$ cat config.mk
export PLATFORM = sky130hd
export DESIGN_NAME = path_query_arbiter
export DESIGN_NICKNAME = d
export VERILOG_FILES = /design/src/rtl/path_pkg.sv /design/src/rtl/rr_arbiter.sv /design/src/rtl/path_query_arbiter.sv
export SDC_FILE = /design/constraint.sdc
export NUM_CORES = 1
export LEC_CHECK = 0
export BUFFER_PORTS_ARGS = -buffer_cell sky130_fd_sc_hd__buf_2
export CORE_MARGIN = 2
export CORE_UTILIZATION = 43
export CTS_BUF_LIST = sky130_fd_sc_hd__clkbuf_4
export CTS_CLUSTER_DIAMETER = 60
export CTS_CLUSTER_SIZE = 8
export DETAILED_ROUTE_END_ITERATION = 16
export HOLD_SLACK_MARGIN = 0.12
export PLACE_DENSITY = 0.77
export SLEW_MARGIN = 20
export SYNTH_ARGS = -nofsm -noshare
export SYNTH_HDL_FRONTEND = slang
export SYNTH_SLANG_ARGS = --single-unit
$ cat constraint.sdc
create_clock -name clk -period 3.8 [get_ports clk]
set_input_delay 0 -clock clk [delete_from_list [all_inputs] [get_ports clk]]
set_output_delay 0 -clock clk [all_outputs]
set_load 0.05 [all_outputs]
$ cat src/rtl/path_pkg.sv
// path_pkg: shared widths, node count default and FSM state encoding for the path query arbiter
package path_pkg;
  localparam int NODE_W = 5;
  localparam int PATH_SLOTS = 20;
  localparam int PATH_W = NODE_W * PATH_SLOTS;
  localparam int NUM_NODES_DEF = 26;
  localparam logic [1:0] ST_IDLE = 2'd0;
  localparam logic [1:0] ST_SETTLE = 2'd1;
  localparam logic [1:0] ST_RESPOND = 2'd2;
endpackage

$ cat src/rtl/rr_arbiter.sv
// rr_arbiter: combinational round-robin pick of the first request at or above the pointer
module rr_arbiter #(
  parameter int NREQ = 4
) (
  input  logic [NREQ-1:0] i_req,
  input  logic [2:0]      i_ptr,
  output logic [NREQ-1:0] o_gnt,
  output logic [2:0]      o_idx,
  output logic            o_any
);
  logic [2*NREQ-1:0] w_dbl;
  logic w_found;
  assign w_dbl = {i_req, i_req} >> i_ptr;
  assign o_any = |i_req;
  // scan the rotated request vector so the pointer position is searched first
  always_comb begin
    o_idx = '0;
    w_found = 1'b0;
    for (int i = 0; i < NREQ; i++) begin
      if (!w_found && w_dbl[i]) begin
        w_found = 1'b1;
        o_idx = 3'((int'(i_ptr) + i) % NREQ);
      end
    end
    o_gnt = w_found ? (NREQ'(1) << o_idx) : '0;
  end
endmodule

$ cat src/rtl/path_query_arbiter.sv
// path_query_arbiter: round-robin sharing of one path engine with a settle window and valid/ready responses
module path_query_arbiter
  import path_pkg::*;
#(
  parameter int NREQ = 4,
  parameter int NUM_NODES = NUM_NODES_DEF,
  parameter int SETTLE_CYCLES = 4
) (
  input  logic                   clk,
  input  logic                   rst,
  input  logic [NREQ-1:0]        req_valid,
  output logic [NREQ-1:0]        req_ready,
  input  logic [NREQ*NODE_W-1:0] req_st,
  input  logic [NREQ*NODE_W-1:0] req_end,
  output logic [NREQ-1:0]        resp_valid,
  input  logic [NREQ-1:0]        resp_ready,
  output logic [PATH_W-1:0]      resp_path,
  output logic                   resp_err,
  output logic [NODE_W-1:0]      eng_st_node,
  output logic [NODE_W-1:0]      eng_end_node,
  input  logic [PATH_W-1:0]      eng_path,
  output logic                   busy,
  output logic [2:0]             grant_id,
  output logic [15:0]            query_cnt
);
  localparam int CW = $clog2(SETTLE_CYCLES) + 1;
  logic [1:0] r_state;
  logic [2:0] r_ptr, r_gid, w_idx;
  logic [CW-1:0] r_cnt;
  logic [NREQ-1:0] r_gnt, r_resp_valid, w_gnt;
  logic [PATH_W-1:0] r_path;
  logic r_err, w_any, w_ok, w_done;
  logic [NODE_W-1:0] r_st, r_end, w_st, w_end;
  logic [15:0] r_qcnt;
  rr_arbiter #(.NREQ(NREQ)) u_arb (
    .i_req(req_valid),
    .i_ptr(r_ptr),
    .o_gnt(w_gnt),
    .o_idx(w_idx),
    .o_any(w_any)
  );
  assign w_st = req_st[w_idx*NODE_W +: NODE_W];
  assign w_end = req_end[w_idx*NODE_W +: NODE_W];
  assign w_ok = (32'(w_st) < NUM_NODES) && (32'(w_end) < NUM_NODES);
  // only the granted requester's ready bit can be set in r_resp_valid, so others are masked off
  assign w_done = |(resp_ready & r_resp_valid);
  assign req_ready = (r_state == ST_IDLE) ? w_gnt : '0;
  assign resp_valid = r_resp_valid;
  assign resp_path = r_path;
  assign resp_err = r_err;
  assign eng_st_node = r_st;
  assign eng_end_node = r_end;
  assign busy = r_state != ST_IDLE;
  assign grant_id = r_gid;
  assign query_cnt = r_qcnt;
  // grant, hold engine inputs through the settle window, then hold the response until accepted
  always_ff @(posedge clk or posedge rst) begin
    if (rst) begin
      r_state <= ST_IDLE;
      r_ptr <= '0;
      r_gid <= '0;
      r_cnt <= '0;
      r_gnt <= '0;
      r_resp_valid <= '0;
      r_path <= '0;
      r_err <= 1'b0;
      r_st <= '0;
      r_end <= '0;
      r_qcnt <= '0;
    end else if (r_state == ST_IDLE && w_any) begin
      r_gid <= w_idx;
      r_gnt <= w_gnt;
      r_ptr <= (w_idx == 3'(NREQ - 1)) ? '0 : w_idx + 3'd1;
      if (w_ok) begin
        r_st <= w_st;
        r_end <= w_end;
        r_cnt <= CW'(SETTLE_CYCLES - 1);
        r_state <= ST_SETTLE;
      end else begin
        r_path <= '0;
        r_err <= 1'b1;
        r_resp_valid <= w_gnt;
        r_state <= ST_RESPOND;
      end
    end else if (r_state == ST_SETTLE) begin
      if (r_cnt != '0) r_cnt <= r_cnt - CW'(1);
      else begin
        r_path <= eng_path;
        r_err <= 1'b0;
        r_resp_valid <= r_gnt;
        r_state <= ST_RESPOND;
      end
    end else if (r_state == ST_RESPOND && w_done) begin
      r_resp_valid <= '0;
      r_qcnt <= r_qcnt + 16'd1;
      r_state <= ST_IDLE;
    end
  end
endmodule

==> results of run 1 <==
==> sequential cells by signal, summed over array words and instances (netlist names) <==
signal and flops:
query_cnt 16, resp_err 1, eng_end_node 5, resp_path 100
r_cnt 3, r_gnt 4, grant_id 2, resp_valid 4
eng_st_node 5, r_state 2, r_ptr 2
==> what timing repair did <==
item                                   CTS  global route
endpoints found under the hold margin  259             0
hold buffers                           140             0
setup buffers                            0             2
resized for setup                        0             4
setup endpoints to repair                0            83
==> final cells by class <==
type	count	area, um2	area share (%)
Multi-Input combinational cell	264	2130	23.0
Sequential cell	144	3600	38.9
Tap cell	180	225	2.43
Inverter	16	63.8	0.689
Timing Repair Buffer	437	2950	31.8
Clock buffer	17	128	1.38
Clock inverter	15	168	1.81
==> path summary, 6_finish.rpt <==
| path | depth (start not counted) | slack, ns | to |
|---|---|---|---|
| hold reg to reg | 1 | 0.49 | query_cnt[15]$_DFFE_PP0P_ |
| hold / removal | 3 | 0.21 | resp_path[67]$_DFFE_PP0P_ |
| max in group asynchronous | 5 | 2.20 | r_cnt[2]$_DFFE_PP0P_ |
| setup / recovery | 11 | 0.10 | eng_end_node[4]$_DFFE_PP0P_ |
| setup reg to reg | 11 | 0.10 | eng_end_node[4]$_DFFE_PP0P_ |
| min in group asynchronous | 4 | 0.59 | resp_path[86]$_DFFE_PP0P_ |
==> per-layer routing <==
layer	global-route usage, %	up-vias	routed length [um]	part of all wire, %
met1	29.7	2774	7210	38
met5	0	-	0	0
li1	-	2522	-	-
met3	7.21	50	1540	8.0
met2	47.2	333	9900	52
met4	11.1	0	535	2.8
==> worst min-delay path: stages <==
cell and delay [ns]:
sky130_fd_sc_hd__dlygate4sd3_1 0.51, sky130_fd_sc_hd__buf_2 0.09, sky130_fd_sc_hd__a22o_1 0.11
==> through the flow <==
step | worst slack, ns | std cells
floorplan | 1.11 | 453
global route | -0.0327 | 1073
global placement | 0.393 | 898
detailed placement | 0.741 | 899
CTS | 0.0681 | 1071
finish | 0.105 | 1073
==> where the power goes <==
part,switching [uW],internal (uW)
logic,1470,837
clock network,560,452
registers,153,1730
total,2180,3020
==> cell usage after synthesis (7+ instances only) <==
library cell	number	area share [%]
sky130_fd_sc_hd__nand2_1	27	1.7
sky130_fd_sc_hd__mux2i_1	25	4.2
sky130_fd_sc_hd__a21o_1	8	1.0
sky130_fd_sc_hd__buf_6	11	2.1
sky130_fd_sc_hd__mux2_2	15	2.8
sky130_fd_sc_hd__ha_1	7	1.5
sky130_fd_sc_hd__dfrtp_1	144	60
sky130_fd_sc_hd__clkbuf_1	12	0.76
sky130_fd_sc_hd__a22o_1	101	15
sky130_fd_sc_hd__nor2_1	11	0.69
sky130_fd_sc_hd__inv_1	16	1.0
sky130_fd_sc_hd__xnor2_1	11	1.6
==> kinds of logic after synthesis <==
logic type	Yosys count
XOR/XNOR	15
AND/OR/NAND/NOR	70
flip-flops	144
other	1
AO/OA/AOI/OAI	131
buffers and inverters	45
multiplexers	40
adder cells (fa/ha/maj)	7
==> impl_metrics.sql, run 1 <==
INSERT INTO impl_metrics (metric_group, metric, value, unit) VALUES
('synth', 'flip_flop_and_latch_count_after_synthesis', '144', ''),
('grt', 'grt_usage', '26.4', '%'),
('worst_setup_path', 'setup.worst_path.end_class', 'flip-flop', ''),
('synth', 'muxShareOfSynthArea', '7.03', '%'),
('worst_setup_path', 'path_max_fanout', '24', ''),
('finish', 'n_antenna_cell', '0', ''),
('detailed_routing', 'post_drt_wl_per_cell', '17.9', 'um'),
('worst_setup_path', 'path_cells', 'a21oi_1 > o21a_1 > o22ai_4 > buf_6 > mux2i_1 > dlygate4sd3_1 > mux2_2 > a211oi_4 > nor3_4 > mux2i_1 > dlygate4sd3_1', ''),
('sta', 'maxClockFrequency', '271', 'MHz'),
('finish', 'final_area', '9260', 'um2'),
('synth', 'synth_top_family_by_area', 'compound AO/OA/AOI/OAI gates', ''),
('sta', 'relSlewSlack', '27.0', '%'),
('worst_setup_path', 'critPathArrivalTime', '4.12', 'ns'),
('floorplanning', 'dieWidth', '122', 'um'),
('worst_setup_path', 'cpLargestDelayFamily', 'buffers and inverters', ''),
('grt', 'antenna_found_initial', '0', ''),
('grt', 'grt_max_degree', '101', ''),
('synth', 'synthSimpleGateAreaFrac', '5.69', '%'),
('sta', 'hold_viol', '0', ''),
('worst_setup_path', 'worstPathBufferInverterCount', '3', ''),
('power_and_ir_drop', 'static-leakage-power', '0.00507', 'uW'),
('finish', 'nNetsFinal', '1037', ''),
('synth', 'post_synth_num_cell_types', '38', ''),
('detailed_routing', 'route.detailed.drc', '0', ''),
('finish', 'drive_above_1_share', '39.3', '%'),
('sta', 'fin_tns_setup', '0', 'ns'),
('synth', 'synth_flop_cell', 'sky130_fd_sc_hd__dfrtp_1', ''),
('sta', 'setup_viol_count_final', '0', ''),
('detailed_routing', 'wirelength', '19200', 'um'),
('finish', 'mostFrequentLayoutCells', 'sky130_fd_sc_hd__buf_2 (287), sky130_fd_sc_hd__dfrtp_1 (144), sky130_fd_sc_hd__dlygate4sd3_1 (140)', ''),
('worst_hold_path', 'hp-start', 'eng_path[67]', ''),
('finish', 'filler_cell_count', '913', ''),
('placement', 'cell_area_reported_after_detailed_placement', '7530', 'um2'),
('placement', 'detailedPlacementHpwl', '11000', 'um'),
('placement', 'placement.io_buffers', '287', ''),
('synth', 'ys_async_sr_fraction', '100', '%'),
('synth', 'syn_inst', '453', ''),
('clock_network', 'numClockSinks', '144', ''),
('worst_setup_path', 'cp_slowest_cell', 'sky130_fd_sc_hd__dlygate4sd3_1', ''),
('worst_setup_path', 'timing.critical_path.required', '4.23', 'ns'),
('synth', 'synth-compound-area-share', '18.6', '%'),
('grt', 'grt_first_pass_wirelength', '30000', 'um'),
('power_and_ir_drop', 'p_total', '5200', 'uW'),
('detailed_routing', 'detail_route.vias_per_cell', '5.29', ''),
('grt', 'grt.overflow.total', '0', ''),
('clock_network', 'clock-root-buffer', 'sky130_fd_sc_hd__clkbuf_4', ''),
('finish', 'layout.cells.most_common', 'sky130_fd_sc_hd__buf_2', ''),
('sta', 'maxSlewViolCount', '0', ''),
('worst_setup_path', 'worst_setup_path_start_kind', 'flip-flop', ''),
('status', 'outcome', 'finished, final reports clean', ''),
('floorplanning', 'initial_core_util', '43.4', '%'),
('clock_network', 'cts-buffers-inserted', '17', ''),
('floorplanning', 'placeableCoreArea', '13700', 'um2'),
('detailed_routing', 'initialDrtViolationCount', '298', ''),
('synth', 'synthesis.nets', '610', ''),
('detailed_routing', '1st_pass_router_iterations', '4', ''),
('clock_network', 'cts_tree', 'done', ''),
('worst_setup_path', 'cp-startpoint', 'r_ptr[1]$_DFFE_PP0P_', ''),
('finish', 'layout.core_utilization', '67.5', '%'),
('placement', 'routabilityCongestion', '0.847', ''),
('clock_network', 'clk_latency', '0.56', 'ns'),
('floorplanning', 'design.die.area', '14800', 'um2'),
('grt', 'first_global_vias', '5935', ''),
('clock_network', 'cts.reportedPaths.clkPinSlew', '0.15', 'ns'),
('flow_run', 'max_cap_violations', '0', ''),
('sta', 'timing.hold.ws', '0.207', 'ns'),
('synth', 'warnings_from_yosys', '0', ''),
('synth', 'sequential_cell_area_fraction_in_the_yosys_report', '60.5', '%'),
('worst_setup_path', 'crit_type', 'reg -> reg', ''),
('clock_network', 'clk_path_buf_depth', '2', ''),
('detailed_routing', 'vias', '5679', '');
(Power assumes the default switching activity.)
==> run 2, diff against run 1 <==
BUFFER_PORTS_ARGS = -buffer_cell sky130_fd_sc_hd__buf_4   (was -buffer_cell sky130_fd_sc_hd__buf_2)
==> run 2 against run 1 <==
Net effect:
- final area increased by 6.5%
- count of clock-buffer cells in the layout increased by 3
- sequential power about the same
- non-clock buffer count decreased by 7
- critical path depth unchanged
- largest cell class unchanged
- worst hold slack got worse by 0.051 ns
- clock power decreased by 7%
- largest power group unchanged
- via count decreased by 3.2%
- flip-flop and latch count unchanged
- clock skew decreased by 0.016 ns
- utilization increased by 4.4 points
- critical path type unchanged
==> impl_metrics.sql, run 2 (same netlist as run 1, synthesis figures left out) <==
INSERT INTO impl_metrics (metric_group, metric, value, unit) VALUES
('status', 'outcome', 'finished, final reports clean', ''),
('floorplanning', 'initial_core_util', '43.4', '%'),
('clock_network', 'cts_tree', 'done', ''),
('grt', 'grt.overflow.total', '0', ''),
('detailed_routing', 'detail_route.vias_per_cell', '5.16', ''),
('worst_setup_path', 'critical-path-max-stage-delay', '0.57', 'ns'),
('power_and_ir_drop', 'static-leakage-power', '0.00516', 'uW'),
('detailed_routing', 'route.detailed.drc', '0', ''),
('placement', 'cell_area_reported_after_detailed_placement', '8230', 'um2'),
('worst_setup_path', 'critPathArrivalTime', '4.02', 'ns'),
('detailed_routing', '1st_pass_router_iterations', '4', ''),
('floorplanning', 'ios', '289', ''),
('finish', 'filler_cell_count', '849', ''),
('grt', 'grt_usage', '24.8', '%'),
('floorplanning', 'design.die.area', '14800', 'um2'),
('sta', 'relSlewSlack', '45.1', '%'),
('placement', 'detailedPlacementHpwl', '11200', 'um'),
('clock_network', 'post_cts.resized_instances', '0', ''),
('clock_network', 'clk_latency', '0.53', 'ns'),
('finish', 'drive_above_1_share', '40.0', '%'),
('finish', 'mostFrequentLayoutCells', 'sky130_fd_sc_hd__buf_4 (297), sky130_fd_sc_hd__dfrtp_1 (144), sky130_fd_sc_hd__dlygate4sd3_1 (130)', ''),
('worst_setup_path', 'path_cells', 'a21oi_1 > o21a_1 > o22ai_4 > buf_12 > mux2i_1 > dlygate4sd3_1 > mux2_2 > a211oi_2 > o31ai_4 > buf_4 > a22o_1', ''),
('placement', 'routabilityCongestion', '0.770', ''),
('sta', 'setup_viol_count_final', '0', ''),
('grt', 'antenna_found_initial', '0', ''),
('clock_network', 'cts-buffers-inserted', '17', ''),
('worst_setup_path', 'worst_setup_path_start_kind', 'flip-flop', ''),
('power_and_ir_drop', 'power-per-cell-area', '525', 'nW/um2'),
('power_and_ir_drop', 'vdd_drop_max', '0.540', 'mV'),
('sta', 'unrepaired_setup_endpoints_after_global_routing', 'no', ''),
('finish', 'layout.cells.most_common', 'sky130_fd_sc_hd__buf_4', ''),
('finish', 'n_antenna_cell', '0', ''),
('worst_setup_path', 'path_max_fanout', '70', ''),
('detailed_routing', 'post_drt_wl_per_cell', '17.6', 'um'),
('worst_setup_path', 'crit_type', 'reg -> reg', ''),
('grt', 'grt_first_pass_wirelength', '28600', 'um'),
('worst_setup_path', 'cp_slowest_cell', 'sky130_fd_sc_hd__dlygate4sd3_1', ''),
('finish', 'largest_register_ff_count', '100', ''),
('sta', 'finalCritPeriodShare', '95.3', '%'),
('detailed_routing', 'vias', '5498', ''),
('finish', 'nNetsFinal', '1030', ''),
('floorplanning', 'placeableCoreArea', '13700', 'um2'),
('sta', 'hold_viol', '0', ''),
('grt', 'grt_max_degree', '101', ''),
('detailed_routing', 'drtAntennaViolNets', '0', ''),
('placement', 'placement.io_buffers', '287', ''),
('clock_network', 'htree_num_levels', '4', ''),
('floorplanning', 'floorplan.die.height', '122', 'um'),
('floorplanning', 'dieWidth', '122', 'um'),
('worst_setup_path', 'setup.worst_path.end_class', 'flip-flop', ''),
('floorplanning', 'rows', '43', ''),
('sta', 'fin_crit', '3.62', 'ns'),
('finish', 'area_growth_syn_to_layout', '65.6', '%'),
('worst_hold_path', 'timing.hold.worst.class', 'in -> reg', ''),
('sta', 'timing_worst_slew_pin_value', '0.821', 'ns'),
('clock_network', 'clock-root-buffer', 'sky130_fd_sc_hd__clkbuf_4', ''),
('flow_run', 'max_cap_violations', '0', ''),
('worst_setup_path', 'timing.critical_path.required', '4.20', 'ns'),
('clock_network', 'numClockSinks', '144', ''),
('sta', 'maxClockFrequency', '276', 'MHz'),
('clock_network', 'clk_path_buf_depth', '2', ''),
('sta', 'worst_clock_skew', '0.0207', 'ns'),
('grt', 'first_global_vias', '5641', ''),
('sta', 'fin_tns_setup', '0', 'ns'),
('sta', 'maxSlewViolCount', '0', ''),
('detailed_routing', 'initialDrtViolationCount', '274', ''),
('finish', 'final_area', '9870', 'um2'),
('clock_network', 'cts.reportedPaths.clkPinSlew', '0.13', 'ns'),
('detailed_routing', 'wirelength', '18700', 'um');
run 2: cell types whose count changed in the layout (fill, tap and decap cells not counted), moves of 3 or more:
cell,previous run,this run
sky130_fd_sc_hd__clkbuf_4,17,20
sky130_fd_sc_hd__buf_4,6,297
sky130_fd_sc_hd__dlygate4sd3_1,140,130
sky130_fd_sc_hd__buf_2,287,0
run 2: path summary, 6_finish.rpt:
| check | startpoint | endpoint | slack [ns] | cells past startpoint |
|---|---|---|---|---|
| min in group asynchronous | rst | resp_path[89]$_DFFE_PP0P_ | 0.17 | 3 |
| setup reg to reg | r_ptr[1]$_DFFE_PP0P_ | resp_path[21]$_DFFE_PP0P_ | 0.18 | 11 |
| max in group asynchronous | rst | eng_end_node[2]$_DFFE_PP0P_ | 2.67 | 4 |
| setup / recovery | r_ptr[1]$_DFFE_PP0P_ | resp_path[21]$_DFFE_PP0P_ | 0.18 | 11 |
| hold reg to reg | r_gnt[0]$_DFFE_PP0P_ | r_gnt[0]$_DFFE_PP0P_ | 0.49 | 1 |
| hold / removal | req_valid[3] | grant_id[1]$_DFFE_PP0P_ | 0.16 | 5 |
run 2: what timing repair did:
item                                   4_1_cts  5_1_grt
buffers inserted                             0        4
setup endpoints to repair                    0       97
hold buffers                               130        0
endpoints found under the hold margin      146        0
run 2: layout make-up:
cell class | instances | area [um2] | share of cell area, %
clock inverter | 12 | 119 | 1.20
clock buffer | 20 | 150 | 1.52
tap | 180 | 225 | 2.28
sequential | 144 | 3600 | 36.5
multi-input combinational | 264 | 2110 | 21.4
timing repair buffer | 430 | 3600 | 36.5
inverter | 16 | 63.8 | 0.647
run 2: through the flow:
step	power [uW]	hold slack, ns	std cells	setup WS, ns	utilization (%)
3_3_place_gp	3950	0.171	899	0.689	60.0
5_1_grt	5450	0.142	1066	0.0518	71.9
6_report	5180	0.156	1066	0.177	71.9
3_5_place_dp	4000	0.189	899	0.578	60.0
2_1_floorplan	3440	0.140	453	1.11	-
4_1_cts	5130	0.130	1061	0.0294	71.4
run 2: worst max-delay path: cells and delay by family, from the launching register on:
kind / cells / cell delay [ns]
muxes: 2 / 0.37
DFF: 1 / 0.50
buffers and inverters: 3 / 1.08
AOI/OAI and AO/OA: 6 / 1.45
run 2: metal layers:
layer,up-vias,track usage [%],routed length [um]
met5,-,0,0
met4,0,9.12,396
met3,35,6.84,1310
met2,237,41.5,9390
met1,2724,30.8,7630
li1,2502,-,-
run 2: where the power goes:
group	internal [uW]	switching, uW	total [uW]
logic	921	1420	2340
registers	1730	163	1900
clock network	404	541	944
total	3060	2120	5180
